`src/rtl/smd_pad_reader.sv`:
```
// Reader for a Sega-style 3/6-button pad: drives select, samples p in phases, decodes buttons.
// Define SMD_PAD_READER_SIXBTN_EN to build the 8-phase six-button sequence.
module smd_pad_reader #(
    parameter int CLK_FREQ     = 20000000,
    parameter int PHASE_CYCLES = 200,
    parameter int POLL_CYCLES  = 333333
) (
    input  logic        clk,
    input  logic        rst,
    input  logic        en,
    input  logic [5:0]  p,
    output logic        sel,
    output logic [11:0] btn,
    output logic        present,
    output logic        six_btn,
    output logic        valid
);

    localparam int PCW = (PHASE_CYCLES > 1) ? $clog2(PHASE_CYCLES) : 1;
    localparam int POW = (POLL_CYCLES > 1) ? $clog2(POLL_CYCLES) : 1;

`ifdef SMD_PAD_READER_SIXBTN_EN
    localparam logic [2:0] LAST_PHASE = 3'd7;
`else
    localparam logic [2:0] LAST_PHASE = 3'd1;
`endif

    if (PHASE_CYCLES < 4 || POLL_CYCLES <= 8 * PHASE_CYCLES || CLK_FREQ <= 0) begin : g_param_check
        $error("smd_pad_reader: illegal parameter set");
    end

    typedef enum logic [1:0] {
        IDLE,
        RUN,
        DONE
    } state_t;

    state_t           state;
    logic [2:0]       phase;
    logic [PCW-1:0]   ph_cnt;
    logic [POW-1:0]   poll_cnt;
    logic             poll_wrap;
    logic             ph_end;
    logic [5:0]       p_m;
    logic [5:0]       p_s;
    logic [5:0]       s0;
    logic [1:0]       s1;
    logic             pres_s;
    logic [7:0]       btn_lo;

`ifdef SMD_PAD_READER_SIXBTN_EN
    logic             cand;
    logic [3:0]       s4;
    logic             six_s;
    logic [3:0]       btn_hi;
    logic             six_q;

    assign btn     = {btn_hi, btn_lo};
    assign six_btn = six_q;
`else
    assign btn     = {4'b0000, btn_lo};
    assign six_btn = 1'b0;
`endif

    assign poll_wrap = (poll_cnt == POW'(POLL_CYCLES - 1));
    assign ph_end    = (ph_cnt == PCW'(PHASE_CYCLES - 1));

    // p is asynchronous to clk; idle (released) level is all ones
    always_ff @(posedge clk or posedge rst) begin
        if (rst) begin
            p_m <= '1;
            p_s <= '1;
        end else begin
            p_m <= p;
            p_s <= p_m;
        end
    end

    always_ff @(posedge clk or posedge rst) begin
        if (rst) begin
            poll_cnt <= '0;
        end else if (poll_wrap) begin
            poll_cnt <= '0;
        end else begin
            poll_cnt <= poll_cnt + 1'b1;
        end
    end

    always_ff @(posedge clk or posedge rst) begin
        if (rst) begin
            state   <= IDLE;
            phase   <= '0;
            ph_cnt  <= '0;
            sel     <= 1'b1;
            valid   <= 1'b0;
            present <= 1'b0;
            btn_lo  <= '0;
            s0      <= '1;
            s1      <= '1;
            pres_s  <= 1'b0;
`ifdef SMD_PAD_READER_SIXBTN_EN
            cand    <= 1'b0;
            s4      <= '1;
            six_s   <= 1'b0;
            btn_hi  <= '0;
            six_q   <= 1'b0;
`endif
        end else begin
            valid <= 1'b0;
            unique case (state)
                IDLE: begin
                    if (poll_wrap && en) begin
                        state  <= RUN;
                        phase  <= '0;
                        ph_cnt <= '0;
                        sel    <= 1'b1;
                    end
                end
                RUN: begin
                    if (ph_end) begin
                        ph_cnt <= '0;
                        case (phase)
                            3'd0: s0 <= p_s;
                            3'd1: begin
                                s1     <= p_s[1:0];
                                pres_s <= (p_s[3:2] == 2'b00);
                            end
`ifdef SMD_PAD_READER_SIXBTN_EN
                            3'd3: cand  <= (p_s[5:2] == 4'b0000);
                            3'd4: s4    <= p_s[5:2];
                            3'd5: six_s <= cand && (p_s[5:2] == 4'b1111);
`endif
                            default: ;
                        endcase
                        if (phase == LAST_PHASE) begin
                            state <= DONE;
                            sel   <= 1'b1;
                        end else begin
                            // next phase is odd (sel low) when the current one is even
                            phase <= phase + 3'd1;
                            sel   <= phase[0];
                        end
                    end else begin
                        ph_cnt <= ph_cnt + 1'b1;
                    end
                end
                DONE: begin
                    state   <= IDLE;
                    valid   <= 1'b1;
                    present <= pres_s;
                    // {st, c, b, a, rg, lf, dw, up}, inverted from active-low levels
                    btn_lo  <= pres_s ? ~{s1[0], s0[0], s0[1], s1[1],
                                          s0[2], s0[3], s0[4], s0[5]} : 8'h00;
`ifdef SMD_PAD_READER_SIXBTN_EN
                    six_q   <= pres_s && six_s;
                    // {md, z, y, x} from the phase 4 sample {z, y, x, md}
                    btn_hi  <= (pres_s && six_s) ? ~{s4[0], s4[3], s4[2], s4[1]} : 4'h0;
`endif
                end
                default: state <= IDLE;
            endcase
        end
    end

endmodule

```
`config.mk`:
```
export PLATFORM = sky130hd
export DESIGN_NAME = smd_pad_reader
export DESIGN_NICKNAME = d
export VERILOG_FILES = /design/src/rtl/smd_pad_reader.sv
export SDC_FILE = /design/constraint.sdc
export NUM_CORES = 1
export LEC_CHECK = 0
export ABC_AREA = 1
export BUFFER_PORTS_ARGS = -buffer_cell sky130_fd_sc_hd__clkbuf_2
export CORE_MARGIN = 2
export CORE_UTILIZATION = 35
export CTS_CLUSTER_SIZE = 10
export DETAILED_ROUTE_END_ITERATION = 6
export MAX_ROUTING_LAYER = met4
export PLACE_DENSITY_LB_ADDON = 0.15
export SLEW_MARGIN = 20
export SYNTH_ARGS = -nofsm -noshare
export SYNTH_HDL_FRONTEND = slang
export SYNTH_SLANG_ARGS = --single-unit
```
`constraint.sdc`:
```
create_clock -name clk -period 2.9 [get_ports clk]
set_input_delay 0.58 -clock clk [delete_from_list [all_inputs] [get_ports clk]]
set_output_delay 0.58 -clock clk [all_outputs]
set_load 0.005 [all_outputs]
```
==> impl_metrics.csv <==
group,metric,value,unit
run_status,status,"completed",
cells_and_area,area_growth,13.49,%
global_route,globalRouteTotalUtil,14.20,%
timing,timing_worst_slew_pin_value,576.7,ps
detailed_routing,avgRoutedWirePerCell,12.17,um
cells_and_area,num-nets-final,382,
die,die_height,97.65,um
yosys,ys.flop_type,"sky130_fd_sc_hd__dfrtp_1",
timing,rsz0062_at_grt,"no",
detailed_routing,detailed_route_drc_error_count,0,
setup_path,critPathLaunchType,"flip-flop",
detailed_routing,initialDrtViolationCount,70,
cells_and_area,fillCellCount,867,
cts,tritoncts,"yes",
cells_and_area,layout.cells.most_common,"sky130_fd_sc_hd__nand2_1",
timing,report.final.slew_viol_count,0,
cts,post-cts-setup-buffer-count,0,
timing,max_freq,0.5729,GHz
die,ios,25,
yosys,postSynth.asyncResetShare,100.0,%
cts,numCtsBuffers,9,
cts,resized_cells_post_cts,0,
setup_path,setup_crit_end_kind,"flip-flop",
setup_path,cp.required,3130,ps
power,power_density,496.5,mW/mm^2
detailed_routing,vias_per_cell,4.502,
cells_and_area,final_layout_size_suffix_gt1_share,26.61,%
die,dieArea,0.009535,mm^2
cts,tritoncts_num_sinks,64,
cells_and_area,footprint_of_the_multi_input_gates,0.001220,mm^2
cells_and_area,most-common-layout-cells,"sky130_fd_sc_hd__nand2_1, sky130_fd_sc_hd__dfrtp_1, sky130_fd_sc_hd__inv_1, sky130_fd_sc_hd__nor2_1",
die,starting_density_of_the_core,35.72,%
min_path,hold_path_class,"in2async",
yosys,ys.warnings.count,0,
cts,cts_hold_buffers,0,
setup_path,worstPathArrival,1980,ps
cells_and_area,num_antenna_cells,0,
placed_design,placement.setup.worst_slack,1173,ps
global_route,grt_antenna_before_repair,0,
yosys,synth_enable_flop_cells,0,
detailed_routing,detailedRoute.firstPassIterationCount,4,
detailed_routing,wl,5840,um
timing,min_period,1745,ps
flow_run,maxCapViolCount,0,
global_route,pin_count_of_the_biggest_net_entering_global_routing,40,
power,vdd_drop_max,0.1654,mV
global_route,grt_pass1_vias,2199,
cts,worst_skew_pair.late_latency,340,ps
yosys,synth_seq_area_share,53.04,%
yosys,post_synth_inst_count,340,
timing,maxSlewHeadroom,61.50,%
cells_and_area,post-route-util,40.54,%
timing,fin_tns_setup,0,ps
yosys,syn-cell-area,0.003069,mm^2
timing,timing_hold_violations_final,0,
timing,finClkSkew,12.44,ps
placed_design,gp_congestion,0.8767,
placed_design,detailedPlacementHpwl,4253,um
cts,clock_path_buffers,2,
setup_path,worst-setup-path-type,"reg2reg",
die,die_width,97.65,um
yosys,synth.avg_cell_area,9.027,um^2
cells_and_area,regArea,0.001628,mm^2
timing,setup_slack,1155,ps
global_route,gr-total-overflow,0,
detailed_routing,antenna_left,0,
detailed_routing,num_vias,2161,
yosys,synth.ff_latch_count,64,
timing,final-setup-viol-count,0,
placed_design,io_buffers,19,
timing,final_min_period_over_clock_period,60.19,%
die,core_box_area,0.008593,mm^2
global_route,global_route_wire_length_before_repair,10540,um
yosys,synth.distinct_cells,29,
setup_path,r2r.worst_path.cells,11,
cts,cts.clk_slew.worst_paths,80,ps
cts,cts_root_buffer,"sky130_fd_sc_hd__clkbuf_8",
power,leakagePower,1.614,nW
cts,cts.htree.levels,3,
cells_and_area,layout.cell_area.non_filler,0.003483,mm^2
die,floorplan.rows,34,
placed_design,cell_area_after_placement,0.003278,mm^2
setup_path,crit_fanout,9,
power,design_power_total,1.730,mW
stage by stage:
step,hold WS (ps),cells
floorplan,345.2,344
global placement,345.7,464
detailed placement,347.2,464
CTS,294.2,480
global route,284.8,480
finish,287.1,480
metal layers:
metal,track usage (%),vias to the layer above,wire length (um)
li1,-,1129,-
met3,4.532,10,225
met2,21.64,33,2678
met1,17.78,989,2870
met4,5.235,0,65
met5,-,-,0
final timing paths:
path                        startpoint  slack [ps]         to
max                        poll_cnt[0]        1150  ph_cnt[2]
min                                rst         290  btn_lo[7]
max reg2reg                poll_cnt[0]        1150  ph_cnt[2]
min reg2reg                     p_m[1]         360     p_s[1]
max in group asynchronous          rst        1950      s0[4]
min in group clk                  p[0]         320     p_m[0]
cell families after synthesis:
family / count (synthesis) / share of synthesized area, %
AO/OA/AOI/OAI: 42 / 7.582
XOR/XNOR: 12 / 3.424
adder cells (fa/ha/maj): 6 / 2.446
buffers and inverters: 56 / 7.705
flip-flops: 64 / 53.04
other: 1 / 0.1222
AND/OR/NAND/NOR: 159 / 25.68
sequential cells by signal, indices dropped and copies added (netlist names), 2 cells and up:
name,count
btn_lo,8
p_m,6
p_s,6
ph_cnt,8
phase,3
poll_cnt,19
s0,6
s1,2
state,2
synthesized netlist by cell type (7+ instances only):
master	n	area share [%]
sky130_fd_sc_hd__nand4_1	9	1.8
sky130_fd_sc_hd__o21ai_0	21	3.4
sky130_fd_sc_hd__nand2_1	67	8.2
sky130_fd_sc_hd__dfrtp_1	43	35
sky130_fd_sc_hd__o21ai_1	9	1.5
sky130_fd_sc_hd__inv_1	42	5.1
sky130_fd_sc_hd__nor2_1	37	4.5
sky130_fd_sc_hd__nand2_2	8	1.6
sky130_fd_sc_hd__xor2_1	7	2.0
sky130_fd_sc_hd__nand3_1	11	1.8
sky130_fd_sc_hd__dfstp_2	21	18
worst max-delay path, stage by stage, from the launching register on:
cell and delay (ps):
sky130_fd_sc_hd__dfrtp_1 440, sky130_fd_sc_hd__inv_1 130, sky130_fd_sc_hd__ha_1 180, sky130_fd_sc_hd__nand2_1 50, sky130_fd_sc_hd__nor2_1 100, sky130_fd_sc_hd__nand2_1 60
sky130_fd_sc_hd__nor2_1 200, sky130_fd_sc_hd__nand4_2 160, sky130_fd_sc_hd__nand2_4 160, sky130_fd_sc_hd__inv_2 60, sky130_fd_sc_hd__nand2_1 50, sky130_fd_sc_hd__nand2_1 50
power breakdown:
part,total (mW),internal (mW),switching [mW]
Clock,0.788,0.423,0.365
Sequential,0.910,0.908,0.00262
Combinational,0.0315,0.00741,0.0241
Total,1.73,1.34,0.391
layout make-up:
cell class,count,share of cell area (%)
clock buffer,10,3.951
clock inverter,6,1.940
inverter,48,5.172
multi-input combinational,224,35.02
sequential,64,46.73
tap,108,3.879
timing repair buffer,20,3.305
Note: power is estimated with default switching activity, not from simulation.
